$ cat src/rtl/bcd_convert_16dec.sv
// Sequential binary-to-BCD converter using shift-and-add-3 (double dabble).
// Converts an unsigned WIDTH-bit operand into 16 packed BCD digits, one
// operand bit per clock. The published result only changes when a conversion
// completes or on reset, so a display sampling it asynchronously never sees
// a partially converted value.
//
// state    | meaning
// ---------+-----------------------------------------------------------
// ST_IDLE  | waiting for start; operand is captured on the accepting edge
// ST_SHIFT | one correct-and-shift step per cycle, WIDTH cycles total
// ST_DONE  | copy the scratch BCD into data and raise done for one cycle
module bcd_convert_16dec #(
  parameter int WIDTH = 48
) (
  input  logic             clock_27mhz,
  input  logic             reset,
  input  logic             start,
  input  logic [WIDTH-1:0] value,
  output logic             busy,
  output logic             done,
  output logic [63:0]      data
);

  typedef enum logic [1:0] {
    ST_IDLE  = 2'd0,
    ST_SHIFT = 2'd1,
    ST_DONE  = 2'd2
  } state_t;

  // Bit count for one conversion; WIDTH <= 53 always fits in 6 bits.
  localparam logic [5:0] CNT_LOAD = 6'(WIDTH);

  state_t           state;
  state_t           state_nxt;
  logic             load_en;
  logic             shift_en;
  logic             latch_en;
  logic [WIDTH-1:0] bin;
  logic [63:0]      bcd;
  logic [63:0]      bcd_adj;
  logic [5:0]       cnt;

  // State register; reset wins over every other input.
  always_ff @(posedge clock_27mhz) begin
    if (reset) begin
      state <= ST_IDLE;
    end else begin
      state <= state_nxt;
    end
  end

  // Next-state logic; start is only looked at in IDLE, so it is never queued.
  always_comb begin
    state_nxt = state;
    case (state)
      ST_IDLE: begin
        if (start) begin
          state_nxt = ST_SHIFT;
        end
      end
      ST_SHIFT: begin
        if (cnt == 6'd1) begin
          state_nxt = ST_DONE;
        end
      end
      ST_DONE: begin
        state_nxt = ST_IDLE;
      end
      default: begin
        state_nxt = ST_IDLE;
      end
    endcase
  end

  // State-decoded controls for the datapath and the busy flag.
  always_comb begin
    busy     = 1'b0;
    load_en  = 1'b0;
    shift_en = 1'b0;
    latch_en = 1'b0;
    case (state)
      ST_IDLE: begin
        load_en = start;
      end
      ST_SHIFT: begin
        busy     = 1'b1;
        shift_en = 1'b1;
      end
      ST_DONE: begin
        busy     = 1'b1;
        latch_en = 1'b1;
      end
      default: begin
        busy = 1'b0;
      end
    endcase
  end

  // Add 3 to every digit >= 5 before the shift; a corrected digit is 8..12,
  // so the 4-bit add never carries into the neighbouring digit.
  always_comb begin
    bcd_adj = bcd;
    for (int i = 0; i < 16; i++) begin
      if (bcd[4*i +: 4] >= 4'd5) begin
        bcd_adj[4*i +: 4] = bcd[4*i +: 4] + 4'd3;
      end
    end
  end

  // Scratch shift registers and bit counter.
  always_ff @(posedge clock_27mhz) begin
    if (reset) begin
      bin <= '0;
      bcd <= '0;
      cnt <= '0;
    end else if (load_en) begin
      bin <= value;
      bcd <= '0;
      cnt <= CNT_LOAD;
    end else if (shift_en) begin
      bcd <= {bcd_adj[62:0], bin[WIDTH-1]};
      bin <= bin << 1;
      cnt <= cnt - 6'd1;
    end
  end

  // Published result and completion pulse; data holds until the next latch.
  always_ff @(posedge clock_27mhz) begin
    if (reset) begin
      data <= '0;
      done <= 1'b0;
    end else begin
      done <= latch_en;
      if (latch_en) begin
        data <= bcd;
      end
    end
  end

endmodule

$ cat config.mk
export PLATFORM = sky130hd
export DESIGN_NAME = bcd_convert_16dec
export DESIGN_NICKNAME = d
export VERILOG_FILES = /design/src/rtl/bcd_convert_16dec.sv
export SDC_FILE = /design/constraint.sdc
export NUM_CORES = 1
export LEC_CHECK = 0
export ABC_AREA = 1
export ABC_CLOCK_PERIOD_IN_PS = 3800
export CAP_MARGIN = 20
export CORE_ASPECT_RATIO = 0.5
export CORE_UTILIZATION = 59
export CTS_CLUSTER_SIZE = 10
export DETAILED_ROUTE_END_ITERATION = 8
export GPL_TIMING_DRIVEN = 0
export HOLD_SLACK_MARGIN = 0.03
export PLACE_DENSITY = 0.92
export SETUP_SLACK_MARGIN = 0.1
export SLEW_MARGIN = 25
export SYNTH_ARGS = -nofsm -noshare
export SYNTH_HDL_FRONTEND = slang
export SYNTH_SLANG_ARGS = --single-unit
$ cat constraint.sdc
create_clock -name clock_27mhz -period 3.8 [get_ports clock_27mhz]
set_input_delay 0.57 -clock clock_27mhz [delete_from_list [all_inputs] [get_ports clock_27mhz]]
set_output_delay 0.57 -clock clock_27mhz [all_outputs]
set_load 0.02 [all_outputs]
; After elaboration in Yosys (flattened, before gate mapping)
; Index checks and enable logic that the tools add are counted.
[word_totals]
ff_bits = 185
latchBits = 0
mem_bits_rw = 0
romBits = 0
inputBits = 51
output_inout_bits = 66
word_cells = 77
memories = 0
[op_classes]
addsub = 17
multipliers = 0
div = 0
magnitude_cmp = 16
eq_ne = 5
shift = 0
muxes = 27
n_bitwise = 0
reduce_logical = 5
[op_table]
columns = cell, count
row1 = 48-bit two-way mux, 2
row2 = 4-bit by 3-bit >= comparator with 1-bit output (second input constant), 16
row3 = 4-bit by 2-bit adder with 4-bit output (second input constant), 15
row4 = 4-bit two-way mux, 15
row5 = 6-bit two-way mux, 2
row6 = 6-bit by 1-bit equality test with 1-bit output (second input constant), 1
row7 = 6-bit by 1-bit subtractor with 6-bit output (second input constant), 1
row8 = 1-bit two-way mux, 4
row9 = 2-bit two-way mux, 2
row10 = 2-bit != test (second input constant), 2
row11 = 2-bit case mux with 2 select lines, 1
row12 = 2-bit OR reduction, 2
row13 = 3-bit by 2-bit adder with 3-bit output (second input constant), 1
row14 = 3-bit two-way mux, 1
row15 = 2-bit by 1-bit equality test with 1-bit output (second input constant), 1
row16 = 2-bit equality test (second input constant), 1
row17 = 2-bit logical NOT, 1
row18 = 2-bit AND reduction, 1
row19 = 2-bit nonzero test, 1

; Longest topological paths before layout
[depth]
depth_word = 4
ltp_mapped = 11
mapped_depth_nobuf = 11

; Worst setup path after synthesis
; OpenSTA, ideal clock, no wires.
[synth_path]
kind = reg-to-reg
from = register state[0]
to = register bin[22]
setup_time_ns = 0.119
arrival_ns = 1.221
t_required_ns = 3.681
slack_ns = 2.460
stages_incl_launch_ff = 9
path_buffers = 2
synth_period_minus_slack_ns = 1.340
cell_sequence = dfxtp_1 > inv_1 > ha_1 > nand2_2 > inv_2 > buf_6 > buf_6 > a21oi_1 > a21oi_2
[synth_via]
elab_chain_cells = 3
elab_cells_between_ends = 6
cone_classes = eq/ne: 1 / mux: 3 / reduce/logical: 2
[synth_lines]
columns = item, line_no
row1 = from (decl), 33  ; state_t state;
row2 = from (signal assigned), 48  ; state <= state_nxt;
row3 = 2-bit by 1-bit equality test with 1-bit output or 2-bit logical NOT (tied branches), 81  ; case (state)
row4 = 1-bit two-way mux, 81
row5 = 2-bit nonzero test (no line) or 48-bit two-way mux (tied branches), --
row6 = to (signal assigned), 117  ; bin <= value;
row7 = to (signal assigned), 122  ; bin <= bin << 1;
row8 = to (decl), 38  ; logic [WIDTH-1:0] bin;
; Several ways; a longest one is shown, not always the timed one.
; A chain may end at the register's enable or synchronous reset.

; Worst setup path in the final report
[layout_path]
from = register state[0]
to = output port busy
[layout_via]
elab_chain_cells = 3
elab_cells_between_ends = 4
cone_classes = eq/ne: 2 / mux: 1 / reduce/logical: 1
[layout_lines]
columns = item, line_no
row1 = 2-bit equality test or 2-bit by 1-bit equality test with 1-bit output (tied branches), 81
row2 = 2-bit OR reduction (no line) *, --
row3 = 1-bit two-way mux *, 81
row4 = to (decl), 19  ; output logic busy,
; Mark *: on every way between the ends. The rest lies on a longest branch, timed or not.

==> impl.org <==
** Finish
- The layout has 926 filler cells.
- Multi-input logic area :: 4010 um^2
- Fin area :: 10700 um^2
- Post-layout nets :: 1458
- Antenna diode instance count :: 0
- Area grow syn2layout :: 23.5%
- Fraction of final layout cells with drive strength greater than 1 :: 0.0666
- Register Area :: 3700 um^2
- Final cell utilization of the core :: 0.769

** Die
- For this configuration, the core starts out at a cell density of 0.623.
- The core region is 13900 um^2.
- Number of top-level pins :: 117
- Number of core rows :: 30
- Die height :: 87.7 um
- The die covers 15200 um^2.
- The die is 173 um wide.

** Critical path
- Category of the worst setup path launch point :: flop
- In this run the number of cells on the critical path is 3.
- Along the worst path, the maximum fanout reaches 4.
- Among all stages on the critical path, the largest delay is contributed by sky130_fd_sc_hd__clkdlybuf4s50_1.
- STA classifies the critical path endpoint as a primary output.
- WS Path Type :: flop to primary output
- The number of buffers and inverters on the critical path is 2.
- Depth of the most critical reg-to-reg path :: 6
- Data arrives at the worst endpoint at 1830 ps.
- Slowest stage delay, CP :: 610 ps
- Data required time at the worst endpoint :: 3230 ps
- The cell family contributing the most delay on the critical path is buffers and inverters.
- Walking the worst path, the cells encountered are inv_1, ha_1, clkdlybuf4s50_1.

** Synth
- For this run, the leading register cell type out of synthesis is sky130_fd_sc_hd__dfxtp_1.
- The largest total area in the synthesized netlist belongs to sky130_fd_sc_hd__dfxtp_1.
- Count of distinct cell types in the synthesized netlist :: 21
- For this run, asynchronously set or reset flops after synthesis account for 0.
- In this run, synthesis inferred 0 flip-flops with an integrated enable.
- Sequential-to-total area share from yosys stat :: 0.427
- Syn_nets :: 1323
- In this run the cell area of the synthesized design comes to 8670 um^2.
- In this run the mean area of a mapped cell was 7.03 um^2.
- Top cells by count, synth :: 301 x sky130_fd_sc_hd__nand2_1, 209 x sky130_fd_sc_hd__a21oi_1, 185 x sky130_fd_sc_hd__dfxtp_1
- Synthesized instance count :: 1234
- Largest cells by area after synthesis :: sky130_fd_sc_hd__dfxtp_1 43%, sky130_fd_sc_hd__nand2_1 13%, sky130_fd_sc_hd__a21oi_1 12%
- Of the post-synthesis cell area, the dominant cell type holds 0.427.
- Counting flops and latches in the post-synthesis netlist gives 185.
- Dominant cell by count in the synthesized netlist :: sky130_fd_sc_hd__nand2_1
- Yosys warning total :: 0

** Routing
- Iteration-0 DRC Markers :: 902
- Wirelength per Cell :: 15.5 um
- In the routed design, unresolved DRC markers number 0.
- In this run the remaining antenna-violating nets after routing total 0.
- For this run, the detailed router's first-pass iteration total came to 5.
- Vias post-DR :: 8925
- After detailed routing, the number of vias per cell comes to 5.67.
- After detailed routing, the total wire length is 24.4 mm.

** STA
- Relative slew margins :: 0.441
- Maximum achievable frequency :: 416 MHz
- Transition time at the pin with the least slew margin :: 838 ps
- Final period demand of the worst path :: 2400 ps
- After routing, the total negative slack on setup checks comes to 0 ps.
- Worst slack on hold paths :: 455 ps
- Portion of the clock cycle consumed by the worst path in the final layout :: 0.632
- Final Skew :: 11.1 ps
- Once routing completed, OpenROAD measured the worst setup slack at 1400 ps.
- The number of failing hold endpoints at the final stage is 0.
- Final number of setup-violating endpoints :: 0
- Max-slew violation count :: 0
- RSZ-0062 raised after global routing :: false

** CTS
- CTS tree :: built
- Clock latency on the worst-skew pair, taken at its later pin, is 440 ps.
- H-tree level count :: 4
- Cts repair resizes :: 0
- In this run, post-CTS hold repair placed 0 buffers.
- The number of setup buffers added after CTS is 0.
- Number of buffers created by CTS :: 17
- Counting every sink on the clock net gives 185.
- Clk slew on worst S/H paths :: 70 ps
- Maximum buffer depth of the clock tree :: 2
- The tree is rooted in a sky130_fd_sc_hd__clkbuf_16.

** Global route
- The via count of the first global-routing pass is 8255.
- The number of antenna violations at the first check in global routing was 0.
- GRT overflow :: 0
- Across every metal layer, demand over resource in global routing totals 0.319.
- Entering global routing, the biggest net connects 18 pins.
- Global-route wire length before repair :: 38.6 mm

** Run
- Max-capacitance violation count :: 0

** Place
- DP Wirelength :: 16.7 mm
- Before CTS, the worst setup slack after placement is 1690 ps.
- Routability-driven placement finished with a final weighted congestion of 0.863.
- After detailed placement, the total cell area comes to 10100 um^2.
- Count of buffers from port buffering :: 116

** Hold path
- The path class of the tightest hold or removal check is flop to flop.
- Cell count of the worst hold path :: 2

** Power
- Total power per unit cell area :: 507 nW/um^2
- Static leakage :: 4.49 nW
- Peak VDD IR :: 0.000430 V

** Outcome
- The flow ran to the end, and the final reports show no timing, DRC or antenna violations.
[cells by family after synthesis]
family,count (synthesis),synth area share
AND/OR/NAND/NOR,456,0.209
flip-flops,185,0.427
buffers and inverters,213,0.110
adder cells (fa/ha/maj),38,0.0548
AO/OA/AOI/OAI,342,0.199
[metrics by stage]
stage,cells,power [mW]
after floorplan,1234,3.07
final,1574,5.43
after global placement,1542,3.39
after global routing,1574,5.64
after detailed placement,1542,3.46
after CTS,1574,5.39
[metal layers]
| layer | global-route usage | part of all wire | wire, um | up-vias |
|---|---|---|---|---|
| met3 | 0.0755 | 0.095 | 2310 | 103 |
| li1 | - | - | - | 4245 |
| met4 | 0.166 | 0.035 | 844 | 0 |
| met5 | 0 | 0 | 0 | - |
| met2 | 0.553 | 0.47 | 11400 | 481 |
| met1 | 0.378 | 0.40 | 9820 | 4096 |
[sequential cells by signal, indices dropped and copies added, names as in the netlist]
| register | count |
|---|---|
| done | 1 |
| bin | 48 |
| cnt | 6 |
| data | 64 |
| bcd | 64 |
| state | 2 |
[worst paths after layout]
kind | from | end | slack [ps]
worst max-delay path | state[0] | busy | 1400
worst min-delay path | bin[41] | bin[42] | 460
worst max register to register | state[0] | data[31] | 1820
worst min register to register | bin[41] | bin[42] | 460
[worst reg2reg max path, stage by stage (launching register included)]
cell and delay (ps):
sky130_fd_sc_hd__dfxtp_1 320, sky130_fd_sc_hd__inv_1 140, sky130_fd_sc_hd__ha_1 170, sky130_fd_sc_hd__buf_4 220
sky130_fd_sc_hd__clkbuf_1 530, sky130_fd_sc_hd__buf_2 370, sky130_fd_sc_hd__a21oi_1 110
[power breakdown]
group          leakage, nW  internal [mW]  total [mW]  switching, mW
combinational         2.68          0.438        1.25          0.810
sequential            1.51           2.11        2.24          0.126
clock                0.301           1.12        1.94          0.826
total                 4.49           3.67        5.43           1.76
[layout make-up]
class,instances,area share
repair buffers,116,0.108
well taps,192,0.0224
clock inverters,15,0.0199
inverters,145,0.0508
flip-flops and latches,185,0.346
plain buffers,68,0.0381
multi-input cells,836,0.375
clock buffers,17,0.0397
[cell usage in the layout, fill, tap and decap left out]
master / netlist / final
sky130_fd_sc_hd__a21oi_2: 3 / 3
sky130_fd_sc_hd__bufinv_16: 0 / 4
sky130_fd_sc_hd__buf_2: 26 / 26
sky130_fd_sc_hd__buf_6: 8 / 8
sky130_fd_sc_hd__clkinvlp_4: 0 / 4
sky130_fd_sc_hd__a21oi_1: 209 / 209
sky130_fd_sc_hd__nor3_1: 2 / 2
sky130_fd_sc_hd__o21ai_0: 123 / 123
sky130_fd_sc_hd__and3_1: 1 / 1
sky130_fd_sc_hd__clkdlybuf4s50_1: 0 / 116
sky130_fd_sc_hd__nand2_2: 3 / 3
sky130_fd_sc_hd__a31oi_1: 1 / 1
sky130_fd_sc_hd__inv_6: 0 / 4
sky130_fd_sc_hd__inv_1: 142 / 142
sky130_fd_sc_hd__o21ai_1: 5 / 5
sky130_fd_sc_hd__dfxtp_1: 185 / 185
sky130_fd_sc_hd__nand2_1: 301 / 301
sky130_fd_sc_hd__inv_8: 0 / 2
sky130_fd_sc_hd__nand3_1: 68 / 68
sky130_fd_sc_hd__nor2_1: 80 / 80
sky130_fd_sc_hd__nor2_2: 1 / 1
sky130_fd_sc_hd__o21a_1: 1 / 1
sky130_fd_sc_hd__clkbuf_16: 0 / 17
sky130_fd_sc_hd__ha_1: 38 / 38
sky130_fd_sc_hd__clkbuf_1: 18 / 18
sky130_fd_sc_hd__buf_4: 16 / 16
sky130_fd_sc_hd__clkinv_2: 0 / 1
sky130_fd_sc_hd__inv_2: 3 / 3
Note: power is estimated with default switching activity, not from simulation.
